==> config.mk <==
export PLATFORM = sky130hd
export DESIGN_NAME = pipe_control
export DESIGN_NICKNAME = d
export VERILOG_FILES = /design/src/rtl/pipe_control.sv
export SDC_FILE = /design/constraint.sdc
export NUM_CORES = 1
export LEC_CHECK = 0
export ABC_AREA = 1
export BUFFER_PORTS_ARGS = -buffer_cell sky130_fd_sc_hd__buf_4
export CAP_MARGIN = 25
export CORE_MARGIN = 2
export CORE_UTILIZATION = 40
export DETAILED_ROUTE_END_ITERATION = 12
export HOLD_SLACK_MARGIN = 0.06
export PLACE_DENSITY = 0.8
export SLEW_MARGIN = 0
export SYNTH_ARGS = -nofsm -noshare
export SYNTH_HDL_FRONTEND = slang
export SYNTH_SLANG_ARGS = --single-unit
==> constraint.sdc <==
create_clock -name clk -period 1.8 [get_ports clk]
set_clock_uncertainty 0.15 [all_clocks]
set_input_delay 0.27 -clock clk [delete_from_list [all_inputs] [get_ports clk]]
set_output_delay 0.27 -clock clk [all_outputs]
set_load 0.03 [all_outputs]
==> src/rtl/pipe_control.sv <==
// Pipelined main control: ID decode, ID->EX->MEM flag pipeline, load-use/flush/freeze handling.
// Optional memory-timeout logic is built when PIPE_CTRL_TIMEOUT_EN is defined.
module pipe_control #(
  parameter int REGW     = 3,
  parameter int WAIT_MAX = 15
) (
  input  logic            clk,
  input  logic            rst_n,
  input  logic            stall_in,
  input  logic            id_vld,
  input  logic [1:0]      opcode,
  input  logic [2:0]      funct,
  input  logic [REGW-1:0] rs_addr,
  input  logic [REGW-1:0] rt_addr,
  input  logic [REGW-1:0] rd_addr,
  input  logic            brnch_taken,
  input  logic            mem_ready,
  output logic            stall_flg,
  output logic            flush_flg,
  output logic            nop_flg,
  output logic            ex_jmp_flg,
  output logic            ex_brnch_flg,
  output logic            mem_rd_flg,
  output logic            mem_wrt_flg,
  output logic            mem_err
);

  localparam logic [1:0] OP_I = 2'b01;
  localparam logic [1:0] OP_J = 2'b10;
  localparam logic [1:0] OP_B = 2'b11;

  typedef enum logic {RUN = 1'b0, MEM_WAIT = 1'b1} state_t;

  if (WAIT_MAX < 1) begin : g_bad_wait_max
    $error("pipe_control: WAIT_MAX must be at least 1");
  end

  state_t          state;
  logic            ex_rd_flg;
  logic            ex_wrt_flg;
  logic [REGW-1:0] ex_dst;

  logic dec_jmp, dec_brnch, dec_rd, dec_wrt;
  logic freeze, flush, hazard, timeout;

  always_comb begin
    dec_jmp   = 1'b0;
    dec_brnch = 1'b0;
    dec_rd    = 1'b0;
    dec_wrt   = 1'b0;
    if (id_vld) begin
      case (opcode)
        OP_J: dec_jmp   = 1'b1;
        OP_B: dec_brnch = 1'b1;
        OP_I: begin
          dec_rd  = (funct == 3'b100);
          dec_wrt = (funct == 3'b010) || (funct == 3'b011) || (funct == 3'b101);
        end
        default: ;
      endcase
    end
  end

  // Priority chain: freeze masks everything, flush masks load-use and stall_in.
  assign freeze = (mem_rd_flg | mem_wrt_flg) & ~mem_ready;
  assign flush  = ~freeze & (ex_jmp_flg | (ex_brnch_flg & brnch_taken));
  assign hazard = ~freeze & ~flush &
                  (stall_in | (id_vld & ex_rd_flg & ((ex_dst == rs_addr) | (ex_dst == rt_addr))));

  assign stall_flg = freeze | hazard;
  assign flush_flg = flush;

`ifdef PIPE_CTRL_TIMEOUT_EN
  localparam int CNTW = $clog2(WAIT_MAX + 1);
  logic [CNTW-1:0] wait_cnt;
  assign timeout = (state == MEM_WAIT) & ~mem_ready & (wait_cnt == CNTW'(WAIT_MAX));
`else
  assign timeout = 1'b0;
  assign mem_err = 1'b0;
`endif

  always_ff @(posedge clk or negedge rst_n) begin
    if (!rst_n) begin
      state <= RUN;
`ifdef PIPE_CTRL_TIMEOUT_EN
      wait_cnt <= '0;
      mem_err  <= 1'b0;
`endif
    end else begin
`ifdef PIPE_CTRL_TIMEOUT_EN
      mem_err <= timeout;
`endif
      case (state)
        RUN: begin
          if (freeze) begin
            state <= MEM_WAIT;
`ifdef PIPE_CTRL_TIMEOUT_EN
            wait_cnt <= CNTW'(1);
`endif
          end
        end
        MEM_WAIT: begin
          if (mem_ready || timeout) begin
            state <= RUN;
`ifdef PIPE_CTRL_TIMEOUT_EN
            wait_cnt <= '0;
`endif
          end
`ifdef PIPE_CTRL_TIMEOUT_EN
          else begin
            wait_cnt <= wait_cnt + CNTW'(1);
          end
`endif
        end
        default: state <= RUN;
      endcase
    end
  end

  // A timeout drops the stuck access; the rest of the pipe stays frozen for that edge.
  always_ff @(posedge clk or negedge rst_n) begin
    if (!rst_n) begin
      nop_flg      <= 1'b0;
      ex_jmp_flg   <= 1'b0;
      ex_brnch_flg <= 1'b0;
      ex_rd_flg    <= 1'b0;
      ex_wrt_flg   <= 1'b0;
      ex_dst       <= '0;
      mem_rd_flg   <= 1'b0;
      mem_wrt_flg  <= 1'b0;
    end else if (timeout) begin
      mem_rd_flg  <= 1'b0;
      mem_wrt_flg <= 1'b0;
    end else if (!freeze) begin
      mem_rd_flg  <= ex_rd_flg;
      mem_wrt_flg <= ex_wrt_flg;
      if (flush || hazard) begin
        nop_flg      <= 1'b1;
        ex_jmp_flg   <= 1'b0;
        ex_brnch_flg <= 1'b0;
        ex_rd_flg    <= 1'b0;
        ex_wrt_flg   <= 1'b0;
        ex_dst       <= '0;
      end else begin
        nop_flg      <= ~id_vld;
        ex_jmp_flg   <= dec_jmp;
        ex_brnch_flg <= dec_brnch;
        ex_rd_flg    <= dec_rd;
        ex_wrt_flg   <= dec_wrt;
        ex_dst       <= rd_addr;
      end
    end
  end

endmodule

Yosys cells after proc, flatten, opt, wreduce, memory -nomap -nowiden
Cells that the tools add are included.
- memory bits (writable): 0
- register bits after elaboration: 10
- memory bits (read-only): 0
- latch bits: 0
- memories kept: 0
- word-level logic and storage cells: 50
- input port bits: 20
- mux-type cells: 14
- $mul: 0
- bitwise operators: 16
- shift operators: 0
- reduce and logical (&&, ||, !) cells: 3
- order comparisons: 0
- equal/unequal tests: 9
- divide/modulo/power cells: 0
- add/subtract/negate cells: 0
- operators with widths (cell ; count):
    $mux 1 ; 13
    $and 1x1->1 ; 7
    $eq 3x2->1 const B ; 2
    $eq 3x3->1 ; 2
    $eq 3x3->1 const B ; 2
    $or 1x1->1 ; 5
    $eq 2x2->1 const B ; 2
    $not 1->1 ; 4
    $logic_or 1x1->1 ; 3
    $mux 3 ; 1
    $eq 2x1->1 const B ; 1

Depth between registers and ports, before layout
Gate-level depths: netlist (run 1).
- depth after elaboration: 9
- mapped depth: 10
- mapped depth without buffers: 10

Least setup slack after synthesis (run 1)
No wires, ideal clock.
- path type: reg2out
- start: reg mem_wrt_flg
- end: out stall_flg
- data arrival time: 1.273 ns
- cell stages (with the launch flop): 6
- setup slack: 0.107 ns
- cells stage by stage: dfrtp_1 > o21ai_4 > inv_4 > nor2_4 > nand2_4 > nand2_1
- longest elaborated chain between the ends: 8
- RTL lines (what ; RTL line ; text):
    from (decl) ; 24 ; output logic mem_wrt_flg,
    from (signal assigned) ; 136 ; mem_wrt_flg <= ex_wrt_flg;
    $or 1x1->1 (*) ; 65 ; assign freeze = (mem_rd_flg | mem_wrt_flg) & ~mem_ready;
    $and 1x1->1 (*) ; 65 ;
    $not 1->1 ; 66, 67 ;
    $and 1x1->1 ; 66 ; assign flush = ~freeze & (ex_jmp_flg | (ex_brnch_flg & brnch_taken));
    $not 1->1 ; 67 ; assign hazard = ~freeze & ~flush &
    $and 1x1->1 (2 in series) ; 67 ;
    $or 1x1->1 (*) ; 70 ; assign stall_flg = freeze | hazard;
    to (decl) ; 18 ; output logic stall_flg,
Every way passes the cells marked *; elsewhere a longest branch is shown, timed or not.

Worst setup path in the final report (run 1)
- start: reg mem_rd_flg
- end: out stall_flg
- longest elaborated chain between the ends: 8
- RTL lines (what ; RTL line ; text):
    from (decl) ; 23 ; output logic mem_rd_flg,
    from (signal assigned) ; 135 ; mem_rd_flg <= ex_rd_flg;
    $or 1x1->1 (*) ; 65 ;
    $and 1x1->1 (*) ; 65 ;
    $not 1->1 ; 66, 67 ;
    $and 1x1->1 ; 66 ;
    $not 1->1 ; 67 ;
    $and 1x1->1 (2 in series) ; 67 ;
    $or 1x1->1 (*) ; 70 ;
Marks and branches as above.

==> key figures, run 1 <==
Logic synthesis
  – Yosys reg bits: 10
  – Seq/Total Area, Yosys: 37.6%
  – Yosys top cell area share: 37.6%
  – Ys async rst share: 100%
  – Main synth FF type: dfrtp_1
  – Post-Syn Area: 666 um2
  – Cells after Synth: 96
  – Synth Warn #: 0
  – Synthesized Nets: 116
  – Synth area leaders: dfrtp_1, nand2_1, nand3_1
  – EDFF count, synth: 0
  – Netlist cell types: 21
  – Count leader, synth: nand2_1
  – Syn_area_per_cell: 6.93 um2
  – Synth area leader: dfrtp_1
  – Most common library cells after synthesis: nand2_1, inv_1, nand3_1, dfrtp_1

Routing
  – Drt first pass iters: 4
  – Iter 0 DRT Violations: 12
  – Routed Antenna Nets: 0
  – DR vias: 679
  – Routed wire length: 1.50 mm
  – DRC Markers: 0
  – WL per Instance: 10.3 um
  – Routed vias/inst: 4.65

Worst setup path
  – Crit path required time: 1.38 ns
  – CP Max Fanout: 12
  – Number of cells on the worst reg-to-reg path: 7
  – CP max-delay cell: dfrtp_1
  – CP Capture Type: output pin
  – Startpoint Class: register
  – Worst path max stage delay: 0.42 ns
  – CP Cell Sequence: o21ai_4 > inv_4 > nor2_4 > nand2_4 > nand2_2 > buf_6
  – Crit Path Class: reg2out
  – Reg2reg start: mem_rd_flg
  – R2R Setup Slk: 0.35 ns
  – Worst EP arrival: 1.36 ns
  – RR Endpoint: nop_flg

Clock tree
  – Clock buffer depth: 2
  – Clock Sinks: 10
  – Num CTS Buffers: 3
  – Clock transition at path regs: 0.06 ns
  – CTS tree: built
  – Root Buffer: clkbuf_4
  – H-tree levels: 1
  – Clock Latency Late Sink: 0.26 ns

Place
  – PortBufs: 26
  – Final GP Congestion: 0.776
  – HPWL after DPL: 1.19 mm

Layout
  – Final nets: 152
  – Area growth syn-to-layout: 44.7%
  – Diode count: 0
  – Filler Cell Count: 146
  – Layout cells sized above 1: 40.0%

Min path
  – Hold Startpoint: rd_addr[1]
  – Worst hold path class: in2reg
  – Hold Path End: ex_dst[1]
  – Worst hold stages: 3

Die
  – Die Span Y: 44.8 um
  – Rows: 14
  – Initial core utilization: 43.2%
  – Top-Level Pins: 28
  – Die Area: 2010 um2
  – Core area: 1540 um2
  – Horiz. Die Dim: 44.8 um

STA
  – Unrepaired setup endpoints after global routing: yes
  – Final Hold Vio Count: 0
  – Period utilization: 99.1%
  – Setup tns final: 0 ns
  – Max Freq: 0.560 GHz
  – Period minus WS final: 1.78 ns
  – Worst hold slack: 0.0949 ns
  – Max-slew violations: 0
  – # setup viols final: 0

Power and ir drop
  – Pwr dens: 547 nW/um2
  – Leak pwr: 0.000575 uW
  – Power, Total: 527 uW
  – Max VDD drop: 0.390 mV

Run status
  – Status: completed

Global routing
  – GR Util met3: 3.20%
  – GRT Overall Usage: 18.6%
  – Gr busiest metal: met2
  – First-pass GRT wire length: 2.75 mm
  – Largest net degree at the start of global routing: 13
  – Met2 usage: 30.7%
  – Grt ovf: 0
  – M1 GR Usage: 24.4%
  – Antenna violations before repair: 0
  – Vias in the first global route: 712

Flow run
  – Max-capacitance violation count: 0
flip-flops by register name, summed over array words and instances (netlist names):
signal,count
ex_dst,3
ex_brnch_flg,1
ex_jmp_flg,1
ex_rd_flg,1
ex_wrt_flg,1
mem_rd_flg,1
mem_wrt_flg,1
nop_flg,1
cells by family after synthesis:
logic type,count (synthesis),synth area share [%]
simple gates,61,42.5
buf+inv,19,12.8
flops,10,37.6
compound gates,3,3.95
other cells,1,0.563
xor+xnor,2,2.63
routing by layer:
layer	up-vias	routed length (um)
met5	-	0
li1	355	-
met3	2	97
met1	293	686
met2	29	705
met4	0	11
power breakdown:
group | switching [uW] | internal [uW] | total [uW]
Clock | 67.9 | 76.8 | 145
Sequential | 8.69 | 233 | 242
Combinational | 70.3 | 69.8 | 140
Total | 147 | 380 | 527
per-stage QoR:
stage	std cells	area [um2]	util [%]	setup slack (ns)
after floorplan	96	666	-	0.107
after global placement	136	862	55.9	0.158
after detailed placement	136	862	55.9	0.128
after CTS	143	927	60.1	-0.0349
after global routing	146	963	62.5	-0.129
final	146	963	62.5	0.0155
final cells by class:
type	instances	area, um2	share of cell area (%)
repair buffers	33	254	26.4
flip-flops and latches	10	251	26.1
well taps	16	20.0	2.08
multi-input cells	67	349	36.2
inverters	17	66.3	6.88
clock buffers	3	22.5	2.34
cell usage in the layout, fill, tap and decap left out, drive strengths merged, types with 2 or more instances in the layout:
cell type / count
nand2: 41
buf: 32
inv: 17
nand3: 11
dfrtp: 10
nor2: 4
clkbuf: 3
or2: 2
a21oi: 2
xnor2: 2
nor3: 2
how the worst max path moves through the flow:
stage / slack (ns) / depth (start not counted) / endpoint / from
after global placement: 0.16 / 6 / stall_flg / mem_wrt_flg
after detailed placement: 0.13 / 6 / stall_flg / mem_wrt_flg
after global routing: -0.13 / 10 / stall_flg / ex_dst[1]
final: 0.02 / 6 / stall_flg / mem_rd_flg
after CTS: -0.03 / 8 / stall_flg / ex_dst[2]
after floorplan: 0.11 / 5 / stall_flg / mem_wrt_flg
critical path, delay by kind of cell, from the launching register on:
kind / cells / cell delay, ns
and+or+nand+nor: 3 / 0.27
DFF: 1 / 0.42
AOI/OAI and AO/OA: 1 / 0.20
buffers and inverters: 2 / 0.22
what timing repair did:
item / in CTS / in global routing
resized for setup: 3 / 3
endpoints found under the hold margin: 10 / 0
buffers inserted: 3 / 3
pin swaps: 5 / 4
hold buffers: 1 / 0
setup endpoints to repair: 2 / 1
Note: power is estimated with default switching activity, not from simulation.
==> run 2, diff against run 1 <==
--- a/config.mk
+++ b/config.mk
@@ -8,7 +8,6 @@
 export ABC_AREA = 1
 export BUFFER_PORTS_ARGS = -buffer_cell sky130_fd_sc_hd__buf_4
 export CAP_MARGIN = 25
-export CORE_MARGIN = 2
 export CORE_UTILIZATION = 40
 export DETAILED_ROUTE_END_ITERATION = 12
 export HOLD_SLACK_MARGIN = 0.06
==> run 2 against run 1 <==
The run now ends with setup timing left; non-clock buffer count is 3 higher; final cell count is 2.1% higher; critical path type unchanged; total power is 2.4% higher; hold slack got worse by 0.0097 ns; first-iteration DRC count is 8.3% higher.
==> key figures, run 2 (synthesis gave the netlist of run 1 again) <==
Worst setup path
  – CP Capture Type: output pin (unchanged)
  – Startpoint Class: register (unchanged)
  – CP Max Fanout: 5 (was 12)
  – CP most frequent cell: nand2_2
  – Worst EP arrival: 1.43 ns (was 1.36 ns)
  – CP top delay family: simple AND/OR/NAND/NOR gates (was flip-flops)
  – Crit Path Class: reg2out (unchanged)
  – Worst path max stage delay: 0.41 ns (was 0.42 ns)
  – Crit path required time: 1.38 ns (about the same)
  – CP max-delay cell: dfrtp_1 (unchanged)
  – CP bufs+invs: 1 (was 2)
  – CP Cell Sequence: xnor2_1 > nand3_2 > nand2_1 > nand2_2 > nand2_2 > nand2_4 > nand2_2 > buf_6 (was o21ai_4 > inv_4 > nor2_4 > nand2_4 > nand2_2 > buf_6)

Die
  – Horiz. Die Dim: 42.8 um (was 44.8 um)
  – Die Area: 1830 um2 (was 2010 um2)
  – Top-Level Pins: 28 (unchanged)
  – Die Span Y: 42.8 um (was 44.8 um)
  – Initial core utilization: 43.7% (was 43.2%)
  – Rows: 14 (unchanged)
  – Core area: 1520 um2 (was 1540 um2)

STA
  – Final Hold Vio Count: 0 (unchanged)
  – Setup tns final: -0.0518 ns (was 0 ns)
  – Period minus WS final: 1.85 ns (was 1.78 ns)
  – Unrepaired setup endpoints after global routing: yes (unchanged)
  – Max-slew violations: 0 (unchanged)
  – Worst hold slack: 0.0852 ns (was 0.0949 ns)
  – # setup viols final: 1 (was 0)
  – Max Freq: 0.540 GHz (was 0.560 GHz)
  – Period utilization: 103% (was 99.1%)
  – Final worst slack: -0.0518 ns (was 0.0155 ns)

Clock tree
  – CTS tree: built (unchanged)
  – Clock transition at path regs: 0.06 ns (about the same)
  – Clock buffer depth: 2 (unchanged)
  – Clock Sinks: 10 (unchanged)
  – Clock Latency Late Sink: 0.26 ns (about the same)
  – Num CTS Buffers: 3 (unchanged)
  – H-tree levels: 1 (unchanged)
  – Root Buffer: clkbuf_4 (unchanged)

Min path
  – Worst hold path class: in2reg (unchanged)

Layout
  – Top reg by flops: ex_dst (unchanged)
  – Diode count: 0 (unchanged)
  – Finished Core Util: 64.5% (was 62.5%)
  – Max FFs per register: 3 (unchanged)
  – Area growth syn-to-layout: 47.7% (was 44.7%)
  – Layout cells sized above 1: 41.4% (was 40.0%)
  – Most frequent cells in the layout: nand2_1, buf_4, inv_1 (unchanged)
  – Most common cell after layout, fill and taps aside: nand2_1 (unchanged)
  – Filler Cell Count: 146 (unchanged)
  – Final nets: 155 (was 152)

Run status
  – Status: complete, but fails checks (was completed)
  – Failing checks: setup timing

Routing
  – WL per Instance: 10.3 um (about the same)
  – Routed vias/inst: 4.68 (was 4.65)
  – Iter 0 DRT Violations: 13 (was 12)
  – Routed wire length: 1.53 mm (was 1.50 mm)
  – DRC Markers: 0 (unchanged)
  – DR vias: 697 (was 679)
  – Drt first pass iters: 4 (unchanged)
  – Routed Antenna Nets: 0 (unchanged)

Power and ir drop
  – Leak pwr: 0.000588 uW (was 0.000575 uW)
  – Max VDD drop: 0.388 mV (was 0.390 mV)
  – Pwr dens: 548 nW/um2 (was 547 nW/um2)

Flow run
  – Max-capacitance violation count: 0 (unchanged)

Place
  – Pre-CTS setup slack: 0.131 ns (was 0.128 ns)
  – PortBufs: 26 (unchanged)
  – Final GP Congestion: 0.753 (was 0.776)
  – HPWL after DPL: 1.15 mm (was 1.19 mm)

Global routing
  – Largest net degree at the start of global routing: 13 (unchanged)
  – Antenna violations before repair: 0 (unchanged)
  – Grt ovf: 0 (unchanged)
  – Vias in the first global route: 655 (was 712)
  – First-pass GRT wire length: 2.62 mm (was 2.75 mm)
  – GRT Overall Usage: 18.8% (was 18.6%)
## run 2: cell count changes in the layout (fill, tap and decap cells not counted), sizes merged
cell / change
buf: +3
## run 2: metrics by stage
stage                     instance area [um2]  std cells  power (uW)
after floorplan                           666         96         313
after global placement                    862        136         367
after detailed placement                  862        136         371
after CTS                                 965        148         536
after global routing                      983        149         572
final                                     983        149         539
## run 2: path summary, 6_finish.rpt
path                            startpoint      endpoint  slack (ns)  cells past startpoint
worst min register to register  ex_wrt_flg   mem_wrt_flg        0.33                      2
worst max register to register   ex_dst[2]     ex_dst[2]        0.20                     11
min in group asynchronous            rst_n    ex_wrt_flg        0.21                      2
worst min-delay path            rd_addr[1]     ex_dst[1]        0.09                      3
worst max-delay path             ex_dst[2]     stall_flg       -0.05                      8
max in group asynchronous            rst_n  ex_brnch_flg        1.14                      2
## run 2: tightest hold or removal path, cell delays in order
cell,delay (ns)
buf_4,0.08
nand3_1,0.06
nand2_1,0.06
## run 2: report_power, final
part / internal [uW] / leakage (uW) / switching, uW
clock: 77.1 / 0.0000138 / 73.0
combinational: 74.4 / 0.000442 / 73.6
sequential: 233 / 0.000132 / 8.11
total: 384 / 0.000588 / 155
## run 2: final cells by class
| type | count | area, um2 | share of cell area, % |
|---|---|---|---|
| multi-input cells | 67 | 344 | 35.0 |
| well taps | 16 | 20.0 | 2.04 |
| flip-flops and latches | 10 | 250 | 25.4 |
| inverters | 17 | 66.3 | 6.74 |
| clock buffers | 3 | 22.5 | 2.29 |
| repair buffers | 36 | 280 | 28.5 |
## run 2: what timing repair did
action / 4_1_cts / 5_1_grt
buffers inserted: 8 / 1
gates resized for setup: 3 / 3
hold buffers: 1 / 0
endpoints found under the hold margin: 10 / 0
pin swaps: 3 / 3
setup endpoints to repair: 2 / 2
## run 2: layer usage
layer	global-route usage, %	vias to the layer above	share of wire [%]
met5	0	-	0
met4	5.63	0	1.4
met3	2.55	3	4.9
met2	33.0	26	49
met1	23.6	302	45
li1	-	366	-
